`src/rtl/ram_arbiter_if.sv`:
```
// Requester and RAM-side bundle for the work-RAM arbiter.
// The slave side is the arbiter; the master side holds the requesters and the RAM.
interface ram_arbiter_if #(
    parameter int ADDR_W = 8,
    parameter int DATA_W = 8
);
    logic              a_req;
    logic              a_we;
    logic [ADDR_W-1:0] a_addr;
    logic [DATA_W-1:0] a_wdata;
    logic              a_ack;
    logic [DATA_W-1:0] a_rdata;

    logic              b_req;
    logic              b_we;
    logic [ADDR_W-1:0] b_addr;
    logic [DATA_W-1:0] b_wdata;
    logic              b_ack;
    logic [DATA_W-1:0] b_rdata;

    logic [ADDR_W-1:0] ram_address;
    logic              ram_write_en;
    logic [DATA_W-1:0] ram_write_data;
    logic [DATA_W-1:0] ram_read_data;
    logic              ram_noe;

    logic              busy;
    logic              grant;

    modport slave (
        input  a_req, a_we, a_addr, a_wdata, b_req, b_we, b_addr, b_wdata, ram_read_data,
        output a_ack, a_rdata, b_ack, b_rdata,
        output ram_address, ram_write_en, ram_write_data, ram_noe, busy, grant
    );

    modport master (
        output a_req, a_we, a_addr, a_wdata, b_req, b_we, b_addr, b_wdata, ram_read_data,
        input  a_ack, a_rdata, b_ack, b_rdata,
        input  ram_address, ram_write_en, ram_write_data, ram_noe, busy, grant
    );
endinterface

```
`src/rtl/ram_arbiter.sv`:
```
// Two-port round-robin sequencer for the asynchronous 256x8 work RAM.
// Each transfer runs SETUP -> STROBE (ACCESS_CYCLES) -> HOLD with address/data framing the strobe.
module ram_arbiter #(
    parameter int ADDR_W        = 8,
    parameter int DATA_W        = 8,
    parameter int ACCESS_CYCLES = 1
) (
    input  logic           clk,
    input  logic           rst,
    ram_arbiter_if.slave   bus
);
    localparam int CNT_W = (ACCESS_CYCLES > 1) ? $clog2(ACCESS_CYCLES) : 1;

    typedef enum logic [1:0] {IDLE, SETUP, STROBE, HOLD} state_t;

    state_t            state, state_nxt;
    logic [CNT_W-1:0]  cnt;
    logic              last_b;
    logic              grant_q;
    logic              we_q;
    logic              pick_b;
    logic [ADDR_W-1:0] addr_q;
    logic [DATA_W-1:0] wdata_q;
    logic [DATA_W-1:0] a_rdata_q;
    logic [DATA_W-1:0] b_rdata_q;

    // On a tie the port that did not win last time gets the RAM.
    assign pick_b = bus.b_req && (!bus.a_req || !last_b);

    always_ff @(posedge clk) begin
        if (rst) state <= IDLE;
        else     state <= state_nxt;
    end

    always_comb begin
        state_nxt = state;
        case (state)
            IDLE:    if (bus.a_req || bus.b_req) state_nxt = SETUP;
            SETUP:   state_nxt = STROBE;
            STROBE:  if (cnt == '0) state_nxt = HOLD;
            HOLD:    state_nxt = IDLE;
            default: state_nxt = IDLE;
        endcase
    end

    always_ff @(posedge clk) begin
        if (rst) begin
            cnt       <= '0;
            last_b    <= 1'b1;
            grant_q   <= 1'b0;
            we_q      <= 1'b0;
            addr_q    <= '0;
            wdata_q   <= '0;
            a_rdata_q <= '0;
            b_rdata_q <= '0;
        end else begin
            case (state)
                IDLE: if (bus.a_req || bus.b_req) begin
                    grant_q <= pick_b;
                    last_b  <= pick_b;
                    we_q    <= pick_b ? bus.b_we    : bus.a_we;
                    addr_q  <= pick_b ? bus.b_addr  : bus.a_addr;
                    wdata_q <= pick_b ? bus.b_wdata : bus.a_wdata;
                end
                SETUP: cnt <= CNT_W'(ACCESS_CYCLES - 1);
                STROBE: begin
                    if (cnt != '0) cnt <= cnt - CNT_W'(1);
                    // Capture on entry to HOLD so read data is valid alongside the ack.
                    else if (!we_q) begin
                        if (grant_q) b_rdata_q <= bus.ram_read_data;
                        else         a_rdata_q <= bus.ram_read_data;
                    end
                end
                default: ;
            endcase
        end
    end

    always_comb begin
        bus.ram_write_en = 1'b0;
        bus.ram_noe      = 1'b1;
        bus.a_ack        = 1'b0;
        bus.b_ack        = 1'b0;
        bus.busy         = (state != IDLE);
        case (state)
            SETUP:  bus.ram_noe = we_q;
            STROBE: begin
                bus.ram_noe      = we_q;
                bus.ram_write_en = we_q;
            end
            HOLD: begin
                bus.ram_noe = we_q;
                bus.a_ack   = !grant_q;
                bus.b_ack   = grant_q;
            end
            default: ;
        endcase
    end

    assign bus.ram_address    = addr_q;
    assign bus.ram_write_data = wdata_q;
    assign bus.a_rdata        = a_rdata_q;
    assign bus.b_rdata        = b_rdata_q;
    assign bus.grant          = grant_q;
endmodule

```
`src/flat_wrapper.sv`:
```
// flat-port wrapper written by rule: the top's interface ports become plain ports
module ram_arbiter_flat 
#(
    parameter int ADDR_W        = 8,
    parameter int DATA_W        = 8,
    parameter int ACCESS_CYCLES = 1
)
  (clk, rst, bus_a_req, bus_a_we, bus_a_addr, bus_a_wdata, bus_b_req, bus_b_we, bus_b_addr, bus_b_wdata, bus_ram_read_data, bus_a_ack, bus_a_rdata, bus_b_ack, bus_b_rdata, bus_ram_address, bus_ram_write_en, bus_ram_write_data, bus_ram_noe, bus_busy, bus_grant);
  ram_arbiter_if #(.ADDR_W(ADDR_W), .DATA_W(DATA_W)) bus_i ();
  input  logic clk;
  input  logic rst;
  input wire logic [$bits(bus_i.a_req)-1:0] bus_a_req;
  input wire logic [$bits(bus_i.a_we)-1:0] bus_a_we;
  input wire logic [$bits(bus_i.a_addr)-1:0] bus_a_addr;
  input wire logic [$bits(bus_i.a_wdata)-1:0] bus_a_wdata;
  input wire logic [$bits(bus_i.b_req)-1:0] bus_b_req;
  input wire logic [$bits(bus_i.b_we)-1:0] bus_b_we;
  input wire logic [$bits(bus_i.b_addr)-1:0] bus_b_addr;
  input wire logic [$bits(bus_i.b_wdata)-1:0] bus_b_wdata;
  input wire logic [$bits(bus_i.ram_read_data)-1:0] bus_ram_read_data;
  output wire logic [$bits(bus_i.a_ack)-1:0] bus_a_ack;
  output wire logic [$bits(bus_i.a_rdata)-1:0] bus_a_rdata;
  output wire logic [$bits(bus_i.b_ack)-1:0] bus_b_ack;
  output wire logic [$bits(bus_i.b_rdata)-1:0] bus_b_rdata;
  output wire logic [$bits(bus_i.ram_address)-1:0] bus_ram_address;
  output wire logic [$bits(bus_i.ram_write_en)-1:0] bus_ram_write_en;
  output wire logic [$bits(bus_i.ram_write_data)-1:0] bus_ram_write_data;
  output wire logic [$bits(bus_i.ram_noe)-1:0] bus_ram_noe;
  output wire logic [$bits(bus_i.busy)-1:0] bus_busy;
  output wire logic [$bits(bus_i.grant)-1:0] bus_grant;
  assign bus_i.a_req = bus_a_req;
  assign bus_i.a_we = bus_a_we;
  assign bus_i.a_addr = bus_a_addr;
  assign bus_i.a_wdata = bus_a_wdata;
  assign bus_i.b_req = bus_b_req;
  assign bus_i.b_we = bus_b_we;
  assign bus_i.b_addr = bus_b_addr;
  assign bus_i.b_wdata = bus_b_wdata;
  assign bus_i.ram_read_data = bus_ram_read_data;
  assign bus_a_ack = bus_i.a_ack;
  assign bus_a_rdata = bus_i.a_rdata;
  assign bus_b_ack = bus_i.b_ack;
  assign bus_b_rdata = bus_i.b_rdata;
  assign bus_ram_address = bus_i.ram_address;
  assign bus_ram_write_en = bus_i.ram_write_en;
  assign bus_ram_write_data = bus_i.ram_write_data;
  assign bus_ram_noe = bus_i.ram_noe;
  assign bus_busy = bus_i.busy;
  assign bus_grant = bus_i.grant;
  ram_arbiter #(.ADDR_W(ADDR_W), .DATA_W(DATA_W), .ACCESS_CYCLES(ACCESS_CYCLES)) u_core (.clk(clk), .rst(rst), .bus(bus_i));
endmodule
```
`config.mk`:
```
export PLATFORM = sky130hd
export DESIGN_NAME = ram_arbiter_flat
export DESIGN_NICKNAME = d
export VERILOG_FILES = /design/src/rtl/ram_arbiter_if.sv /design/src/rtl/ram_arbiter.sv /design/src/flat_wrapper.sv
export SDC_FILE = /design/constraint.sdc
export NUM_CORES = 1
export LEC_CHECK = 0
export BUFFER_PORTS_ARGS = -buffer_cell sky130_fd_sc_hd__buf_2
export CORE_UTILIZATION = 25
export CTS_BUF_LIST = sky130_fd_sc_hd__clkbuf_16
export DETAILED_ROUTE_END_ITERATION = 16
export SLEW_MARGIN = 20
export SYNTH_ARGS = -nofsm -noshare
export SYNTH_HDL_FRONTEND = slang
export SYNTH_SLANG_ARGS = --single-unit
```
`constraint.sdc`:
```
create_clock -name clk -period 2.85 [get_ports clk]
set_input_delay 0.1425 -clock clk [delete_from_list [all_inputs] [get_ports clk]]
set_output_delay 0.1425 -clock clk [all_outputs]
set_load 0.01 [all_outputs]
```
==> results.toml <==
[critical_path]
setup.worst_path.start_class = "register"
required_ns = 3.04
r2r_start = "u_core.state[0]"
reg2reg_depth = 5
setup.worst_path.end_class = "register"
slowest_stage = "o21a_1"
r2r_end = "u_core.bus.ram_write_data[1]"
critPathTopFamily = "compound AO/OA/AOI/OAI gates"
worstSetupPathType = "reg2reg"
path_max_fanout = 17
cp_cell_sequence = "inv_1, ha_1, o21a_1, nor2_1, a211oi_2"
reg2reg_slack_ns = 1.12
crit_buf_inv = 1
crit_arrival_ns = 1.92
cpPeakStageDelay_ns = 0.57

[global_route]
grt-ovfl-total = 0
grt_max_degree = 38
antenna_found_initial = 0
grt_pass1_wl_mm = 6.88
grt_pass1_vias = 1512
grtUsageTotal = 0.122

[cts]
cts_resized = 0
path_clk_slew_ns = 0.06
clk_path_buf_depth = 2
worst_skew_pair.late_latency_ns = 0.27
cts_root_buf = "clkbuf_16"
postCtsSetupBuffers = 0
htree_num_levels = 2
cts_num_sinks = 37
cts_tree = "done"
hold_buffers = 0
cts_made_buffers = 5

[finish]
nets = 306
ff_latch_area_um2 = 741
diodes = 0
area_growth_pct = 36.9
final_util = 0.359
drive_gt1_frac = 0.451
n_fill_cell = 684
finalNonFillerCells = 334
design_area_um2 = 2310
multiInputGateArea_um2 = 846

[routing]
routed_wl_mm = 4.32
ant_nets = 0
vias_per_cell = 4.56
drt_first_pass_iters = 10
wl_per_cell_um = 12.9
drt_first_iter_violations = 37
vias = 1523
drc = 10

[synth]
ys_types = 28
yosysWarnings = 0
synthesis.area_um2 = 1690
syn_avg_cell_area_um2 = 9.42
synth_cells = 179
synth_nets = 229
seq_area_frac_synth = 0.439
ys_seq_elements = 37

[placed_design]
dpl_worst_slack_ns = 1.10
place_congestion = 0.794
placed_area_um2 = 2120
io_buffers = 83
dp.cells = 326
dp_hpwl_mm = 2.99

[sta]
clock_skew_ns = 0.00389
final_hold_viol_count = 0
slew_violations = 0
setup_viol = 0
fin_crit_ns = 1.73
rsz0062_at_grt = "no"
worst_slew_pin_slew_ns = 1.06
fmax_ghz = 0.579
finalCritPeriodShare = 0.606
fin_ws_ns = 1.12
finalSetupTns_ns = 0
slew_headroom = 0.290

[floorplanning]
initial_core_util = 0.262
boundaryPins = 84
placementRows = 29
die_area_um2 = 7070
die_h_um = 84.1
coreArea_um2 = 6420
die_w_um = 84.1

[worst_hold_path]
min-delay-start = "bus_ram_read_data[5]"
worst_hold_path_type = "in2reg"
holdPathEnd = "u_core.bus.b_rdata[5]"
min_path_cells = 3

[power_and_ir_drop]
powerDensity_nw_per_um2 = 984
leakagePower_nw = 1.15
ir_drop_mv = 0.491

[run]
max-cap-violations = 0

[run_status]
violations = "design-rule violations"
outcome = "finished with violations"
layer usage:
layer / vias up / share of wire / global-route usage
met2: 38 / 0.51 / 0.218
met4: 0 / 0 / 0.0470
met1: 723 / 0.45 / 0.143
met5: - / 0 / 0
li1: 762 / - / -
met3: 0 / 0.039 / 0.0257
area by class of cell:
cell class              count  area share
flip-flops and latches     37       0.321
inverters                   3     0.00488
repair buffers             84       0.183
multi-input cells         125       0.367
well taps                  77      0.0418
clock inverters             3      0.0282
clock buffers               5      0.0542
state kept, by name, summed over array words and instances (netlist names):
signal and count:
u_core.bus.ram_address 8, u_core.bus.grant 1, u_core.bus.b_rdata 8, u_core.last_b 1, u_core.we_q 1, u_core.state 2
u_core.bus.a_rdata 8, u_core.bus.ram_write_data 8
synth_stat cells:
| master | n | area share |
|---|---|---|
| dfxtp_1 | 37 | 0.44 |
| nor2_1 | 37 | 0.082 |
| mux2i_1 | 17 | 0.10 |
| nand2_1 | 17 | 0.038 |
| a211oi_1 | 9 | 0.040 |
| a211oi_2 | 9 | 0.067 |
| a21oi_1 | 9 | 0.027 |
| a21oi_2 | 9 | 0.047 |
| buf_2 | 5 | 0.015 |
| buf_4 | 4 | 0.018 |
| ha_1 | 4 | 0.030 |
| inv_1 | 3 | 0.0067 |
| and2_1 | 2 | 0.0074 |
| clkbuf_1 | 2 | 0.0045 |
| or2_2 | 2 | 0.0074 |
| a21bo_2 | 1 | 0.0059 |
| a21boi_4 | 1 | 0.011 |
| a22oi_1 | 1 | 0.0045 |
| a31oi_1 | 1 | 0.0037 |
| buf_1 | 1 | 0.0022 |
| buf_6 | 1 | 0.0067 |
| buf_8 | 1 | 0.0089 |
| nand3b_1 | 1 | 0.0045 |
| nor2b_1 | 1 | 0.0037 |
| nor3b_1 | 1 | 0.0045 |
| o21a_1 | 1 | 0.0045 |
| o21ai_2 | 1 | 0.0052 |
| or3b_1 | 1 | 0.0052 |
tightest hold or removal path: stages:
cell     delay (ns)
buf_2          0.09
mux2i_1        0.05
nor2_1         0.07
cell usage in the layout (no fill, tap or decap), types with 3 or more instances in the layout:
cell type,instances
dfxtp_1,37
a21oi_1,9
ha_1,4
a211oi_1,9
mux2i_1,17
nor2_1,37
inv_1,3
buf_2,83
nand2_1,17
a21oi_2,9
clkbuf_16,5
a211oi_2,9
where the power goes:
| part | switching, W | total, W | internal [W] |
|---|---|---|---|
| logic | 0.000479 | 0.000832 | 0.000353 |
| registers | 0.0000824 | 0.000735 | 0.000652 |
| clock network | 0.000203 | 0.000703 | 0.000499 |
| total | 0.000764 | 0.00227 | 0.00150 |
worst max path at each step:
stage	depth (start not counted)	start	slack [ns]	to
floorplan	8	u_core.state[0]	1.44	u_core.bus.ram_address[5]
global placement	5	u_core.state[0]	1.19	u_core.bus.ram_write_data[5]
detailed placement	5	u_core.state[0]	1.10	u_core.bus.ram_write_data[1]
CTS	5	u_core.state[0]	1.09	u_core.bus.ram_write_data[1]
global route	5	u_core.state[0]	0.93	u_core.bus.ram_address[4]
finish	5	u_core.state[0]	1.12	u_core.bus.ram_write_data[1]
cell families (layout without fill, tap and decap cells):
| family | count (synthesis) | after routing | share of synthesized area |
|---|---|---|---|
| AO/OA/AOI/OAI | 42 | 42 | 0.215 |
| multiplexers | 17 | 17 | 0.101 |
| adder cells (fa/ha/maj) | 4 | 4 | 0.0297 |
| buffers and inverters | 17 | 95 | 0.0616 |
| flip-flops | 37 | 37 | 0.439 |
| AND/OR/NAND/NOR | 62 | 62 | 0.153 |
stage by stage:
stage | total power (W) | hold WS, ns
after detailed placement | 0.00159 | 0.394
after global routing | 0.00243 | 0.110
after floorplan | 0.00135 | 0.284
after CTS | 0.00231 | 0.102
final | 0.00227 | 0.111
after global placement | 0.00157 | 0.390
Note: power is estimated with default switching activity, not from simulation.
